File: src/rtl/nibble_sorter_pkg.sv
// Shared types and sizing helpers for the nibble frame sorter.
package nibble_sorter_pkg;

    typedef enum logic [1:0] {
        LOAD  = 2'd0,
        SORT  = 2'd1,
        DRAIN = 2'd2
    } sort_state_t;

    localparam int N_MIN = 2;
    localparam int N_MAX = 8;

    // Width of an index into an N-entry frame; never narrower than one bit.
    function automatic int idx_width(input int n);
        return (n <= 2) ? 1 : $clog2(n);
    endfunction

endpackage

File: src/rtl/nibble_compare.sv
// Unsigned W-bit magnitude comparator shared by every bubble-sort step.
module nibble_compare #(
    parameter int W = 4
) (
    input  logic [W-1:0] a,
    input  logic [W-1:0] b,
    output logic         eq,
    output logic         lt,
    output logic         gt
);

    always_comb begin
        eq = (a == b);
        lt = (a < b);
        gt = (a > b);
    end

endmodule

File: src/rtl/nibble_sorter.sv
// Collects N words, bubble-sorts them in place with one comparator per cycle,
// then streams the sorted frame out over a valid/ready handshake.
module nibble_sorter
    import nibble_sorter_pkg::*;
#(
    parameter int N = 4,
    parameter int W = 4
) (
    input  logic         clk,
    input  logic         rst_n,
    input  logic         in_valid,
    input  logic [W-1:0] in_data,
    output logic         in_ready,
    input  logic         descending,
    output logic         out_valid,
    output logic [W-1:0] out_data,
    input  logic         out_ready,
    output logic         busy,
    output logic         done
);

    localparam int IW = idx_width(N);

    sort_state_t   state;
    sort_state_t   state_nx;
    logic [W-1:0]  mem [N];
    logic [IW-1:0] wr_idx;
    logic [IW-1:0] rd_idx;
    logic [IW-1:0] j;
    logic [IW-1:0] j_nx;
    logic [IW-1:0] pass;
    logic          swapped;
    logic          mode;
    logic          done_r;

    logic          accept;
    logic          handshake;
    logic          last_wr;
    logic          last_rd;
    logic          last_j;
    logic          last_pass;
    logic          sort_exit;
    logic [W-1:0]  word_a;
    logic [W-1:0]  word_b;
    logic          cmp_eq;
    logic          cmp_lt;
    logic          cmp_gt;
    logic          swap;

    assign accept    = in_valid && (state == LOAD);
    assign handshake = out_ready && (state == DRAIN);
    assign last_wr   = (wr_idx == IW'(N - 1));
    assign last_rd   = (rd_idx == IW'(N - 1));
    assign j_nx      = j + IW'(1);
    assign last_j    = (j == (IW'(N - 2) - pass));
    assign last_pass = (pass == IW'(N - 2));
    assign word_a    = mem[j];
    assign word_b    = mem[j_nx];

    nibble_compare #(.W(W)) u_cmp (
        .a  (word_a),
        .b  (word_b),
        .eq (cmp_eq),
        .lt (cmp_lt),
        .gt (cmp_gt)
    );

    // Unequal words: gt for ascending, flipped to lt by the mode bit; equal words never move.
    assign swap      = !cmp_eq && (cmp_gt ^ mode);
    assign sort_exit = last_j && (!(swapped || swap) || last_pass);

    always_ff @(posedge clk or negedge rst_n) begin
        if (!rst_n) begin
            state <= LOAD;
        end else begin
            state <= state_nx;
        end
    end

    always_comb begin
        state_nx = state;
        case (state)
            LOAD:    if (accept && last_wr)    state_nx = SORT;
            SORT:    if (sort_exit)            state_nx = DRAIN;
            DRAIN:   if (handshake && last_rd) state_nx = LOAD;
            default:                           state_nx = LOAD;
        endcase
    end

    always_comb begin
        in_ready  = (state == LOAD);
        out_valid = (state == DRAIN);
        busy      = (state != LOAD);
        out_data  = (state == DRAIN) ? mem[rd_idx] : '0;
        done      = done_r;
    end

    always_ff @(posedge clk or negedge rst_n) begin
        if (!rst_n) begin
            for (int i = 0; i < N; i++) mem[i] <= '0;
            wr_idx  <= '0;
            rd_idx  <= '0;
            j       <= '0;
            pass    <= '0;
            swapped <= 1'b0;
            mode    <= 1'b0;
            done_r  <= 1'b0;
        end else begin
            done_r <= 1'b0;
            case (state)
                LOAD: begin
                    if (accept) begin
                        mem[wr_idx] <= in_data;
                        if (wr_idx == '0) mode <= descending;
                        if (last_wr) begin
                            wr_idx  <= '0;
                            pass    <= '0;
                            j       <= '0;
                            swapped <= 1'b0;
                        end else begin
                            wr_idx <= wr_idx + IW'(1);
                        end
                    end
                end
                SORT: begin
                    if (swap) begin
                        mem[j]    <= word_b;
                        mem[j_nx] <= word_a;
                    end
                    if (last_j) begin
                        if (!sort_exit) pass <= pass + IW'(1);
                        j       <= '0;
                        swapped <= 1'b0;
                    end else begin
                        j       <= j_nx;
                        swapped <= swapped || swap;
                    end
                end
                DRAIN: begin
                    if (handshake) begin
                        if (last_rd) begin
                            rd_idx <= '0;
                            done_r <= 1'b1;
                        end else begin
                            rd_idx <= rd_idx + IW'(1);
                        end
                    end
                end
                default: ;
            endcase
        end
    end

endmodule

File: config.mk
export PLATFORM = sky130hd
export DESIGN_NAME = nibble_sorter
export DESIGN_NICKNAME = d
export VERILOG_FILES = /design/src/rtl/nibble_sorter_pkg.sv /design/src/rtl/nibble_compare.sv /design/src/rtl/nibble_sorter.sv
export SDC_FILE = /design/constraint.sdc
export NUM_CORES = 1
export LEC_CHECK = 0
export BUFFER_PORTS_ARGS = -buffer_cell sky130_fd_sc_hd__buf_2
export CAP_MARGIN = 10
export CORE_MARGIN = 3
export CORE_UTILIZATION = 40
export DETAILED_ROUTE_END_ITERATION = 7
export SLEW_MARGIN = 10
export SYNTH_ARGS = -nofsm -noshare
export SYNTH_HDL_FRONTEND = slang
export SYNTH_SLANG_ARGS = --single-unit
File: constraint.sdc
create_clock -name clk -period 5.9 [get_ports clk]
set_input_delay 0.59 -clock clk [delete_from_list [all_inputs] [get_ports clk]]
set_output_delay 0.59 -clock clk [all_outputs]
set_load 0.01 [all_outputs]
==> results.tsv <==
stage	metric	value	unit
logic_synthesis	asr flop ratio synth	1.00	
run_status	run status	finished, final reports clean	
sta	Fmax	0.246	GHz
drt	antenna-violating nets left	0	
power_and_ir_drop	leakage dissipation	1.11	nW
power_and_ir_drop	sequential share of power	0.274	
clock_tree	Num CTS Buffers	5	
power_and_ir_drop	VDD IR max	0.230	mV
logic_synthesis	largest cells by area after synthesis	dfrtp_1 (32%), mux4_2 (11%), mux2_2 (10%), ha_1 (7.8%), a32oi_1 (6.2%)	
cells_and_area	Fill cells	512	
global_route	M2 GR Usage	0.279	
drt	Starting DRT DRC Count	282	
power_and_ir_drop	combinational share of power	0.604	
power_and_ir_drop	Clock power frac	0.121	
clock_tree	clk_lat worst skew	290	ps
cells_and_area	Layout area overhead	6.66	%
global_route	pin count of the biggest net entering global routing	30	
logic_synthesis	post-synthesis cell area	2250	sq um
place	PortBufs	16	
setup_path	type of origin of the critical path	register	
place	pre-CTS worst setup slack	1860	ps
cells_and_area	share of cells above drive strength 1	0.278	
setup_path	Worst Setup End Kind	register	
floorplan	die area	6570	sq um
place	Routability Congestion	0.977	
sta	Final Worst Setup Slack	1840	ps
global_route	GRT busiest layer	met2	
floorplan	Chip Height	81.1	microns
logic_synthesis	xor/xnor share of the synthesized area	0.00777	
sta	skew final	11.9	ps
clock_tree	clk slew on worst S/H paths	70	ps
logic_synthesis	#FFs+latches synth	29	
setup_path	flop2flop setup slack	1840	ps
logic_synthesis	Synth top cells by count	dfrtp_1 (29), nand2_1 (24), mux2_2 (20)	
sta	Slew Viols, Final	0	
power_and_ir_drop	Internal	710	uW
logic_synthesis	Mapped Cells	217	
clock_tree	CTS tree	done	
setup_path	type of the worst setup path	reg -> reg	
logic_synthesis	Netlist cell types	40	
drt	First-pass DRT Iterations	4	
global_route	grt total ovfl	0	
logic_synthesis	Synth Area in Compound Gates	0.132	
clock_tree	CTS max path bufs	2	
clock_tree	post-CTS setup buffer count	0	
logic_synthesis	Mapped Nets	240	
power_and_ir_drop	Net Switching	620	uW
logic_synthesis	post-synthesis adder-cell area fraction	0.0777	
cells_and_area	Ant. Diodes	0	
floorplan	row count	26	
logic_synthesis	most common cell in the netlist	dfrtp_1	
floorplan	die width	81.1	microns
global_route	GR Util met1	0.254	
drt	Routed WL per cell	18.8	microns
logic_synthesis	Post-synth top flop	dfrtp_1	
run	maxcap violations	0	
drt	final wirelength	5.59	mm
power_and_ir_drop	Sw Ratio	0.466	
logic_synthesis	simple-gate share of the synthesized area	0.176	
drt	via-per-instance ratio	6.00	
cells_and_area	fin nets	249	
sta	Fin. Hold Viols	0	
setup_path	CP Data Required Time	6060	ps
drt	vias	1783	
sta	TNS Setup	0	ps
drt	drc violations	0	
clock_tree	TritonCTS Sinks	29	
clock_tree	Post-CTS Hold Buffers	0	
sta	Slew @ Worst Pin	967	ps
power_and_ir_drop	total power	1.33	mW
logic_synthesis	sequential area share after synthesis	0.322	
sta	endpoints failing setup	0	
logic_synthesis	Post-synth EDFFs	0	
floorplan	initial core utilization	0.428	
global_route	initial antenna violation count	0	
setup_path	Worst Path Max Fanout	12	
clock_tree	CTS H-tree lvls	2	
power_and_ir_drop	pwr dens	553	nW/um^2
sta	post-layout min period	4060	ps
global_route	vias in the first global route	1719	
global_route	met3 Resource Use GR	0.0477	
hold_path	hold crit path type	in -> async	
logic_synthesis	largest family of logic cells by synthesized area	multiplexers	
place	hpwl dp	4.19	mm
logic_synthesis	Avg Inst Size Synth	10.4	sq um
clock_tree	cts repair resizes	0	
sta	worst relative slew slack	0.355	
floorplan	core area	5270	sq um
sta	post-route clock period utilization	0.689	
floorplan	I/O pins	17	
sta	RSZ-0062 raised after global routing	false	
logic_synthesis	share of the synthesized area in the top cell type	0.322	
clock_tree	CTS Root Cell	clkbuf_8	
setup_path	CP Data Arrival Time	4230	ps
global_route	first-pass GRT wire length	9.05	mm
logic_synthesis	Synth Warn #	0	
logic_synthesis	post-synthesis mux area share	0.219	
global_route	all-layer global routing usage	0.185	
logic_synthesis	post-synth top area cell	dfrtp_1	
## power by group through the flow
| stage | clock (mW) | sequential, mW | combinational [mW] |
|---|---|---|---|
| after global routing | 0.175 | 0.378 | 0.886 |
| after detailed placement | 0 | 0.368 | 0.794 |
| after CTS | 0.168 | 0.363 | 0.801 |
| final | 0.161 | 0.365 | 0.804 |
| after floorplan | 0 | 0.312 | 0.705 |
| after global placement | 0 | 0.366 | 0.797 |
## placed cells by master (no fill, tap or decap), types with 2 or more instances in the layout
cell      netlist  final
mux2_2         20     20
clkinv_2        0      2
and2_1          4      4
nand2_1        24     24
inv_1          11     11
a32oi_1        16     16
buf_2           1     16
nor2_1         10     10
mux2i_1         2      2
nor3_2          4      4
dfrtp_1        29     29
ha_1           14     14
a21o_1          2      2
nor3b_1         4      4
xor2_1          2      2
nor2b_1         3      3
a21oi_1         2      2
nor3_1          6      6
o21ai_0         7      7
clkbuf_8        2      5
nand3_1        14     14
mux4_2         11     11
## registers in the layout, indices dropped and copies added, names as in the netlist
register,count
swapped,1
wr_idx,2
mem,16
done,1
state,2
j,2
mode,1
rd_idx,2
pass,2
## cells by family after synthesis
group,Yosys count
and+or+nand+nor,76
AOI/OAI and AO/OA,37
muxes,33
DFF,29
buffers and inverters,26
adders and majority gates,14
xor gates and xnor gates,2
## per-stage QoR
| step | cells | hold slack, ps | utilization | cell area (sq um) |
|---|---|---|---|---|
| after global routing | 297 | 395 | 0.456 | 2400 |
| after floorplan | 217 | 294 | - | 2250 |
| after CTS | 297 | 363 | 0.456 | 2400 |
| final | 297 | 333 | 0.456 | 2400 |
| after detailed placement | 289 | 520 | 0.441 | 2320 |
| after global placement | 289 | 505 | 0.441 | 2320 |
## routing by layer
layer / up-vias / part of all wire / wire (microns)
met3: 12 / 0.084 / 467
met2: 83 / 0.45 / 2520
li1: 832 / - / -
met4: 0 / 0.025 / 141
met5: - / 0 / 0
met1: 856 / 0.44 / 2460
## area by class of cell
| cell class | instances | area (sq um) | area share |
|---|---|---|---|
| multi-input combinational | 162 | 1380 | 0.574 |
| sequential | 29 | 726 | 0.302 |
| timing repair buffer | 17 | 87.6 | 0.0364 |
| tap | 70 | 87.6 | 0.0364 |
| clock buffer | 6 | 72.6 | 0.0302 |
| inverter | 11 | 41.3 | 0.0172 |
| clock inverter | 2 | 10.0 | 0.00416 |
## path summary, 6_finish.rpt
check | depth (start not counted) | to | start
setup / recovery | 11 | mem[4] | j[0]
hold reg to reg | 2 | pass[1] | pass[1]
setup reg to reg | 11 | mem[4] | j[0]
max in group asynchronous | 1 | mem[6] | rst_n
hold / removal | 1 | mem[10] | rst_n
min in group clk | 2 | pass[1] | pass[1]
## critical path, stage by stage, from the launching register on
cell and delay (ps):
dfrtp_1 650, inv_1 170, ha_1 490, mux4_2 600, inv_1 80, ha_1 230
nor2b_4 140, o211a_1 220, o21ai_0 270, a41oi_2 280, nor3_2 420, mux2_2 390
(Power assumes the default switching activity.)
